$ cat config.mk
export PLATFORM = sky130hd
export DESIGN_NAME = uart_tx_cfg
export DESIGN_NICKNAME = d
export VERILOG_FILES = /design/src/rtl/uart_tx_cfg.sv
export SDC_FILE = /design/constraint.sdc
export NUM_CORES = 1
export LEC_CHECK = 0
export ABC_CLOCK_PERIOD_IN_PS = 3500
export CAP_MARGIN = 40
export CELL_PAD_IN_SITES_DETAIL_PLACEMENT = 1
export CELL_PAD_IN_SITES_GLOBAL_PLACEMENT = 2
export CORE_AREA = 2 2 98 100
export CTS_CLUSTER_SIZE = 10
export DETAILED_ROUTE_END_ITERATION = 16
export DIE_AREA = 0 0 100 102
export PLACE_DENSITY = 0.8
export SLEW_MARGIN = 20
export SYNTH_ARGS = -nofsm -noshare
export SYNTH_HDL_FRONTEND = slang
export SYNTH_SLANG_ARGS = --single-unit
export TNS_END_PERCENT = 10
$ cat constraint.sdc
create_clock -name clk -period 3.5 [get_ports clk]
set_clock_uncertainty 0.15 [all_clocks]
set_input_delay 0.525 -clock clk [delete_from_list [all_inputs] [get_ports clk]]
set_output_delay 0.525 -clock clk [all_outputs]
set_load 0.005 [all_outputs]
$ cat src/rtl/uart_tx_cfg.sv
// uart_tx_cfg: configurable UART transmitter (5..9 data bits, runtime divisor,
// optional even/odd parity, 1 or 2 stop bits) with a valid/ready frame input.
module uart_tx_cfg #(
    parameter int DATA_W = 8,
    parameter int DIV_W  = 16
) (
    input  logic              clk,
    input  logic              rst_n,
    input  logic [DIV_W-1:0]  baud_div,
    input  logic [1:0]        parity_mode,
    input  logic              two_stop,
    input  logic [DATA_W-1:0] tx_data,
    input  logic              tx_valid,
    output logic              tx_ready,
    output logic              uart_tx,
    output logic              tx_busy,
    output logic              tx_done
);

    localparam int BC_W = 4;

    typedef enum logic [2:0] {
        S_IDLE, S_START, S_DATA, S_PARITY, S_STOP
    } state_t;

    state_t            r_state;
    state_t            w_state_nxt;
    logic [DIV_W-1:0]  r_div;
    logic [DIV_W-1:0]  r_div_cnt;
    logic [BC_W-1:0]   r_bit_cnt;
    logic [DATA_W-1:0] r_data;
    logic              r_par_en;
    logic              r_par_bit;
    logic              r_two_stop;
    logic              r_tx;
    logic              r_busy;
    logic              r_done;

    logic              w_accept;
    logic              w_bit_end;
    logic              w_last_data;
    logic              w_last_stop;
    logic [DIV_W-1:0]  w_div_in;
    logic [DATA_W-1:0] w_data_nxt;
    logic              w_tx_nxt;
    logic              w_busy_nxt;
    logic              w_done_nxt;

    assign w_accept    = tx_valid && (r_state == S_IDLE);
    assign w_div_in    = (baud_div < DIV_W'(2)) ? DIV_W'(2) : baud_div;
    assign w_bit_end   = (r_state != S_IDLE) &&
                         (r_div_cnt == r_div - DIV_W'(1));
    assign w_last_data = (r_bit_cnt == BC_W'(DATA_W - 1));
    assign w_last_stop = (r_bit_cnt == {{(BC_W-1){1'b0}}, r_two_stop});

    always_ff @(posedge clk or negedge rst_n) begin
        if (!rst_n) r_state <= S_IDLE;
        else        r_state <= w_state_nxt;
    end

    always_comb begin
        w_state_nxt = r_state;
        unique case (r_state)
            S_IDLE:   if (tx_valid) w_state_nxt = S_START;
            S_START:  if (w_bit_end) w_state_nxt = S_DATA;
            S_DATA:
                if (w_bit_end && w_last_data)
                    w_state_nxt = r_par_en ? S_PARITY : S_STOP;
            S_PARITY: if (w_bit_end) w_state_nxt = S_STOP;
            S_STOP:
                if (w_bit_end && w_last_stop) w_state_nxt = S_IDLE;
            default:  w_state_nxt = S_IDLE;
        endcase
    end

    always_comb begin
        w_data_nxt = r_data;
        if (w_accept)
            w_data_nxt = tx_data;
        else if (r_state == S_DATA && w_bit_end)
            w_data_nxt = r_data >> 1;
    end

    // Outputs are computed from next-state values so they register in step.
    always_comb begin
        w_tx_nxt   = 1'b1;
        w_busy_nxt = 1'b1;
        w_done_nxt = 1'b0;
        unique case (w_state_nxt)
            S_IDLE: begin
                w_busy_nxt = 1'b0;
                w_done_nxt = (r_state == S_STOP);
            end
            S_START:  w_tx_nxt = 1'b0;
            S_DATA:   w_tx_nxt = w_data_nxt[0];
            S_PARITY: w_tx_nxt = r_par_bit;
            S_STOP:   w_tx_nxt = 1'b1;
            default:  w_tx_nxt = 1'b1;
        endcase
    end

    always_ff @(posedge clk or negedge rst_n) begin
        if (!rst_n) begin
            r_div      <= '0;
            r_div_cnt  <= '0;
            r_bit_cnt  <= '0;
            r_data     <= '0;
            r_par_en   <= 1'b0;
            r_par_bit  <= 1'b0;
            r_two_stop <= 1'b0;
            r_tx       <= 1'b1;
            r_busy     <= 1'b0;
            r_done     <= 1'b0;
        end else begin
            if (w_accept) begin
                r_div      <= w_div_in;
                r_par_en   <= ^parity_mode;
                r_par_bit  <= (^tx_data) ^ parity_mode[1];
                r_two_stop <= two_stop;
            end
            r_data <= w_data_nxt;
            if (r_state == S_IDLE || w_bit_end)
                r_div_cnt <= '0;
            else
                r_div_cnt <= r_div_cnt + DIV_W'(1);
            if (w_state_nxt != r_state)
                r_bit_cnt <= '0;
            else if (w_bit_end)
                r_bit_cnt <= r_bit_cnt + BC_W'(1);
            r_tx   <= w_tx_nxt;
            r_busy <= w_busy_nxt;
            r_done <= w_done_nxt;
        end
    end

    assign tx_ready = (r_state == S_IDLE);
    assign uart_tx  = r_tx;
    assign tx_busy  = r_busy;
    assign tx_done  = r_done;

endmodule

After elaboration in Yosys (flattened, before gate mapping)
Cells that the tools add are included.
{ "totals": {"elab_cells": 57, "inputBits": 30, "regBits": 53, "out_inout_bits": 4} }
{ "op_classes": {"muxes": 16, "n_bitwise": 1, "eq_ne": 11, "reduce_logical": 13, "order_cmp": 1, "add_sub_neg": 3} }
{ "ops": {"columns": ["cell", "n"], "rows": [
  ["$mux W16", 2],
  ["$mux W3", 6],
  ["$add A16 B1 Y16 const B", 1],
  ["$eq A16 B16 Y1", 1],
  ["$lt A16 B2 Y1 const B", 1],
  ["$mux W8", 2],
  ["$sub A16 B1 Y16 const B", 1],
  ["$pmux W3 S5", 1],
  ["$eq A3 B2 Y1 const B", 4],
  ["$mux W4", 2],
  ["$reduce_xor A8 Y1", 1],
  ["$eq A3 B1 Y1 const B", 2],
  ["$logic_not A3 Y1", 2],
  ["$logic_and A1 B1 Y1", 5],
  ["$add A4 B1 Y4 const B", 1],
  ["$eq A4 B1 Y1", 1],
  ["$eq A4 B3 Y1 const B", 1],
  ["$reduce_bool A2 Y1", 2],
  ["$eq A3 B3 Y1 const B", 1],
  ["$ne A3 B3 Y1", 1],
  ["$pmux W1 S3", 1],
  ["$reduce_bool A3 Y1", 1],
  ["$mux W1", 2],
  ["$reduce_xor A2 Y1", 1],
  ["2 further kinds", 2]
]} }

Depth between registers and ports, before layout
Gate-level depths: netlist of run 1.
{ "logic_depth": {"ltp_word": 8, "ltp_mapped": 11, "mapped_depth_nobuf": 10} }

Least setup slack after synthesis of run 1
OpenSTA, ideal clock, no wires.
{ "synth_path": {"path_kind": "register -> register", "from": "register r_div[0]", "to": "register r_busy (netlist: tx_busy)", "t_required_ps": 3218, "setup_time_ps": 132, "path_buffers": 1, "setup_slack_ps": 534, "period_less_slack_ps": 2966, "t_arrival_ps": 2684, "stages_incl_launch_ff": 12, "path_cell_list": "dfrtp_1 -> inv_1 -> ha_1 -> or4b_4 -> a2111oi_4 -> o31a_1 -> o32a_2 -> and3_1 -> buf_6 -> mux2i_1 -> and2_1 -> or3b_1"} }
{ "synth_between": {"elab_chain_cells": 8, "elab_cells_between_ends": 12, "cone_classes": "1 x add/sub; 1 x eq/ne; 6 x mux; 4 x reduce/logical"} }
{ "synth_rtl": {"columns": ["item", "line", "source"], "rows": [
  ["start, declared", "28", "logic [DIV_W-1:0] r_div;"],
  ["start signal, assigned", "116", "r_div <= w_div_in;"],
  ["$sub A16 B1 Y16 (*)", "52", "(r_div_cnt == r_div - DIV_W'(1));"],
  ["$eq A16 B16 Y1 (*)", "52", null],
  ["$logic_and A1 B1 Y1 (*)", "51", "assign w_bit_end = (r_state != S_IDLE) &&"],
  ["$logic_and A1 B1 Y1, on equally long branches", "71, 67", null],
  ["$mux W3, on equally long branches", "71, 67", null],
  ["$pmux W3 S5 (*)", "63", "unique case (r_state)"],
  ["$logic_not A3 Y1 (*)", "89", "unique case (w_state_nxt)"],
  ["$mux W1 (*)", "89", null],
  ["via w_busy_nxt", "46", "logic w_busy_nxt;"],
  ["end signal, assigned", "131", "r_busy <= w_busy_nxt;"],
  ["end, declared", "36", "logic r_busy;"]
]} }
Mark *: on every way through the listed nets, which the timed path passes. The rest lies on a longest branch.
A chain may end at the register's enable or synchronous reset.

Final worst setup path of run 1
Ends and elaborated chain as after synthesis.

==> flow_summary.yaml, run 1 <==
layout:
  fin_util_pct: 39.6
  fin_area_um2: 3610
  drive_above_1_share_pct: 9.64
  mostFrequentLayoutCell: "nand2_1"
  antenna_cells: 0
  regArea_um2: 1330
  fin_nets: 395
  multi_input_area_um2: 1670
  areaGrowthSynthToFinish_pct: 16.2
  final_cell_mix: "nand2_1 (67), dfrtp_1 (52), clkdlybuf4s50_1 (32)"
  nFillCells: 1069
pwr:
  ir_drop_mv: 0.224
  p_leak_nw: 1.61
  total_power_mw: 2.09
  power.density_nw_per_um2: 581
timing:
  holdWs_ns: 0.0616
  tightest_slew_ns: 0.751
  tns_ns: 0
  relSlewSlack_pct: 49.9
  hold_viol_final: 0
  fin_crit_sh_pct: 92.1
  period_needed_ns: 3.22
  setup_viol: 0
  clock.fmax_ghz: 0.310
  drv_slew: 0
  rsz0062_at_grt: "no"
logic_synthesis:
  synth_cell_types: 58
  syn_nets: 363
  synth_top_cell_area_share_pct: 41.9
  synth-seq-cells: 53
  synthArstFlopShare_pct: 100
  syn-cell-area_um2: 3100
  synth_top_area_cell: "dfrtp_1"
  seq_area_frac_synth_pct: 42.8
  synth_edf_count: 0
  ys.flop_type: "dfrtp_1"
  syn_inst: 330
  syn_area_per_cell_um2: 9.41
  ys_warn_count: 0
  ys_top_cells_by_area: "dfrtp_1 (42%), nand2_1 (8.1%), xnor2_1 (6.5%), xor2_1 (5.9%), nor2_1 (3.4%)"
cts:
  cts_root_buffer: "clkbuf_8"
  cts.sinks: 53
  cts-htree-levels: 2
  cts.path.max_buffers: 2
  cts_tree: "yes"
  holdBufCountCts: 0
  insertion_delay_ns: 0.30
  clkTransAtPathRegs_ns: 0.10
  numCtsBuffers: 5
setup_path:
  required_ns: 3.54
  path_max_fanout: 5
  worst_setup_path_start_kind: "register"
  r2r_cells: 10
  endpoint_kind: "register"
  ff2ff_setup_slack_ns: 0.28
  timing.rr.end: "tx_busy"
  worstPathArrival_ns: 3.27
  crit_type: "reg2reg"
  r2r-start: "r_div[0]"
outcome:
  outcome: "complete, no violations"
place:
  portBuffers: 33
  dpl_cell_area_um2: 3510
  dp_hpwl_um: 5850
  gp_congestion: 0.860
global_route:
  grtUsageTotal_pct: 16.3
  grt-ovfl-total: 0
  grt_pass1_vias: 2598
  grt_max_degree: 30
  grt_first_pass_wirelength_um: 13200
  antenna_found_initial: 0
floorplanning:
  coreArea_um2: 9110
  die_h_um: 102
  start_util_pct: 34.1
  rows: 35
  ios: 34
  die_w_um: 100
  dieArea_um2: 10200
routing:
  wl_per_cell_um: 16.0
  vias: 2448
  drtIter0Drc: 40
  first_pass_iters: 4
  routed_wl_um: 7600
  viasPerCell: 5.16
  drcViolationCount: 0
  antenna_left: 0
job:
  drv_cap: 0
hold_path:
  hold_class: "in2async"
[per-stage QoR]
step	setup slack [ns]	std cells
6_report	0.275	474
5_1_grt	0.0601	474
4_1_cts	0.237	474
3_5_place_dp	0.238	466
3_3_place_gp	0.389	466
2_1_floorplan	0.534	330
[layout make-up]
type	instances	share of cell area, %
tap	111	3.85
sequential	53	36.8
clock buffer	5	1.91
timing repair buffer	38	10.1
multi-input combinational	259	46.2
clock inverter	3	0.625
inverter	5	0.520
[state kept, by name, indices dropped and copies added (netlist names)]
register	cells
r_div	16
tx_busy	1
r_bit_cnt	4
r_state	3
r_par_bit	1
r_div_cnt	16
r_data	8
uart_tx	1
r_par_en	1
tx_done	1
r_two_stop	1
[per-layer routing]
metal / share of wire [%] / global-route usage, %
met1: 48 / 22.7
met3: 3.6 / 2.67
met2: 47 / 26.8
met5: 0 / 0
met4: 1.0 / 3.58
[power breakdown]
| part | internal [mW] | switching [mW] |
|---|---|---|
| clock network | 0.143 | 0.209 |
| registers | 0.768 | 0.196 |
| logic | 0.356 | 0.422 |
| total | 1.27 | 0.827 |
[kinds of logic after synthesis]
logic type | after synthesis | synth area share (%)
AND/OR/NAND/NOR | 165 | 28.2
AO/OA/AOI/OAI | 37 | 8.51
flip-flops | 53 | 42.8
multiplexers | 10 | 3.22
XOR/XNOR | 44 | 12.4
adder cells (fa/ha/maj) | 3 | 1.21
buffers and inverters | 18 | 3.71
[Yosys cell counts, types with 2 or more instances]
cell / n
a211o_2: 2
a21oi_1: 4
a31oi_1: 6
and2_1: 5
and3_1: 7
and4_2: 2
buf_6: 4
clkbuf_1: 7
dfrtp_1: 52
ha_1: 3
inv_1: 5
mux2i_1: 10
nand2_1: 67
nand3_1: 14
nand4_1: 2
nor2_1: 28
nor2b_1: 2
nor3_1: 2
nor4_1: 10
nor4_4: 2
nor4b_1: 2
o21ai_0: 12
o22ai_1: 2
or3_1: 3
or4_1: 2
xnor2_1: 23
xor2_1: 21
[timing repair]
item                                    in CTS  in global routing
resized for setup                            0                  1
buffers inserted                             0                  0
endpoints found under the setup margin       0                  1
[critical path: stages, from the launching register on]
cell	delay, ns
dfrtp_1	0.43
inv_1	0.09
ha_1	0.22
or4b_4	0.51
nor4_1	0.23
o22ai_1	0.16
nor4_4	0.20
and3_1	0.31
mux2i_1	0.24
and2_1	0.21
or3b_1	0.35
[how the worst max path moves through the flow]
stage	startpoint	to	slack, ns	depth (start not counted)
3_5_place_dp	r_div[0]	r_data[0]	0.24	10
3_3_place_gp	r_div[0]	tx_busy	0.39	10
5_1_grt	r_div[0]	tx_busy	0.06	10
4_1_cts	r_div[0]	r_data[0]	0.24	10
6_report	r_div[0]	tx_busy	0.28	10
2_1_floorplan	r_div[0]	tx_busy	0.53	11
Note: power is estimated with default switching activity, not from simulation.
==> inputs of run 2 (changes only) <==
- CORE_AREA: 2 2 98 100 -> 2 2 125 78
- DIE_AREA: 0 0 100 102 -> 0 0 127 80
- PLACE_DENSITY: 0.8 -> 0.81
==> run 2 against run 1 <==
  * Sequential cell count unchanged
  * Wire length up 7.6%
  * First-iteration DRC count rose to 3.1 times the previous value
  * Combinational power about the same
  * Power up 8.2%
  * Worst hold slack better by 0.14 ns
  * Clock-buffer cell count up 2
  * Global-route usage up 0.98 points
  * Die area down 0.39%
  * Setup slack worse by 0.056 ns
  * Sequential power up 1%
  * Sequential share of layout area down 0.66 points
  * Largest cell class unchanged
==> flow_summary.yaml, run 2 (same netlist as run 1, synthesis figures left out) <==
setup_path:
  ff2ff_setup_slack_ns: 0.22
  crit_type: "reg2reg"
  critPathMaxStageDelay_ns: 0.55
  path_max_fanout: 8
  required_ns: 3.52
  path_cells: "nor4_1, nand3_1, nor4_1, o32a_2, and3_2, mux2i_1, and2_1, or3b_1"
  endpoint_kind: "register"
  worstPathArrival_ns: 3.30
  crit_top_cell: "nor4_1"
  worst_setup_path_start_kind: "register"
  cp_slowest_cell: "nor4_1"
cts:
  clkTransAtPathRegs_ns: 0.07
  cts-htree-levels: 2
  cts_root_buffer: "clkbuf_16"
  cts.path.max_buffers: 2
  holdBufCountCts: 0
  cts_tree: "yes"
  cts_resized: 0
  post_cts_buffers: 0
  insertion_delay_ns: 0.29
  numCtsBuffers: 5
  cts.sinks: 53
layout:
  areaGrowthSynthToFinish_pct: 18.3
  antenna_cells: 0
  final_cell_mix: "nand2_1 (67), dfrtp_1 (52), clkdlybuf4s50_1 (32)"
  top_regs: "r_div x16, r_div_cnt x16, r_data x8"
  fin_util_pct: 40.9
  drive_above_1_share_pct: 9.67
  mostFrequentLayoutCell: "nand2_1"
  fin_nets: 394
  fin_area_um2: 3670
pwr:
  ir_drop_mv: 0.226
  p_leak_nw: 1.64
  total_power_mw: 2.27
  power.density_nw_per_um2: 617
timing:
  tightest_slew_ns: 0.689
  drv_slew: 0
  hold_viol_final: 0
  tns_ns: 0
  period_needed_ns: 3.28
  holdWs_ns: 0.202
  setup_viol: 0
  relSlewSlack_pct: 54.1
  clock.fmax_ghz: 0.305
  fin_crit_sh_pct: 93.7
  rsz0062_at_grt: "no"
floorplanning:
  rows: 27
  dieArea_um2: 10200
  die_h_um: 80
  die_w_um: 127
  ios: 34
  coreArea_um2: 8990
  start_util_pct: 34.5
global_route:
  grt_max_degree: 54
  grt_pass1_vias: 2530
  grtUsageTotal_pct: 17.2
  grt-ovfl-total: 0
  grt_first_pass_wirelength_um: 13500
  antenna_found_initial: 0
routing:
  wl_per_cell_um: 17.1
  antenna_left: 0
  drcViolationCount: 0
  drtIter0Drc: 123
  routed_wl_um: 8180
  first_pass_iters: 4
  vias: 2470
  viasPerCell: 5.17
place:
  gp_congestion: 0.881
  dp_hpwl_um: 6290
  dpl_cell_area_um2: 3510
  portBuffers: 33
hold_path:
  hold_class: "in2async"
outcome:
  outcome: "complete, no violations"
job:
  drv_cap: 0
[run 2: metal layers]
metal / GRT usage [%] / wire length (um) / vias up
li1: - / - / 1204
met3: 3.69 / 443 / 9
met1: 26.5 / 4400 / 1200
met4: 4.51 / 101 / 0
met2: 24.1 / 3240 / 57
met5: 0 / 0 / -
[run 2: report_power, final]
| part | internal, mW | switching [mW] |
|---|---|---|
| clock network | 0.303 | 0.213 |
| registers | 0.769 | 0.206 |
| logic | 0.349 | 0.426 |
[run 2: layout make-up]
class,instances,area [um^2]
fill,1031,5310
timing repair buffer,37,355
multi-input combinational,259,1670
inverter,5,18.8
tap,116,145
sequential,53,1330
clock inverter,1,5.00
clock buffer,7,153
[run 2: per-stage QoR]
stage               setup WS (ns)  instances
detailed placement          0.277        470
global route               0.0168        478
finish                      0.219        478
global placement            0.382        470
CTS                         0.249        478
floorplan                   0.534        330
[run 2: worst max-delay path: cells and delay by family (launching register included)]
kind               cells  cell delay [ns]
AOI/OAI and AO/OA      1             0.25
DFF                    1             0.51
muxes                  1             0.23
and+or+nand+nor        6             2.00
[run 2: final timing paths]
path                       startpoint      endpoint  depth (start not counted)
hold / removal                  rst_n      r_div[4]                          2
setup / recovery             r_div[9]       tx_busy                          8
setup reg to reg             r_div[9]       tx_busy                          8
min in group clk            r_data[7]     r_data[7]                          2
hold reg to reg             r_data[7]     r_data[7]                          2
max in group asynchronous       rst_n  r_bit_cnt[3]                          2
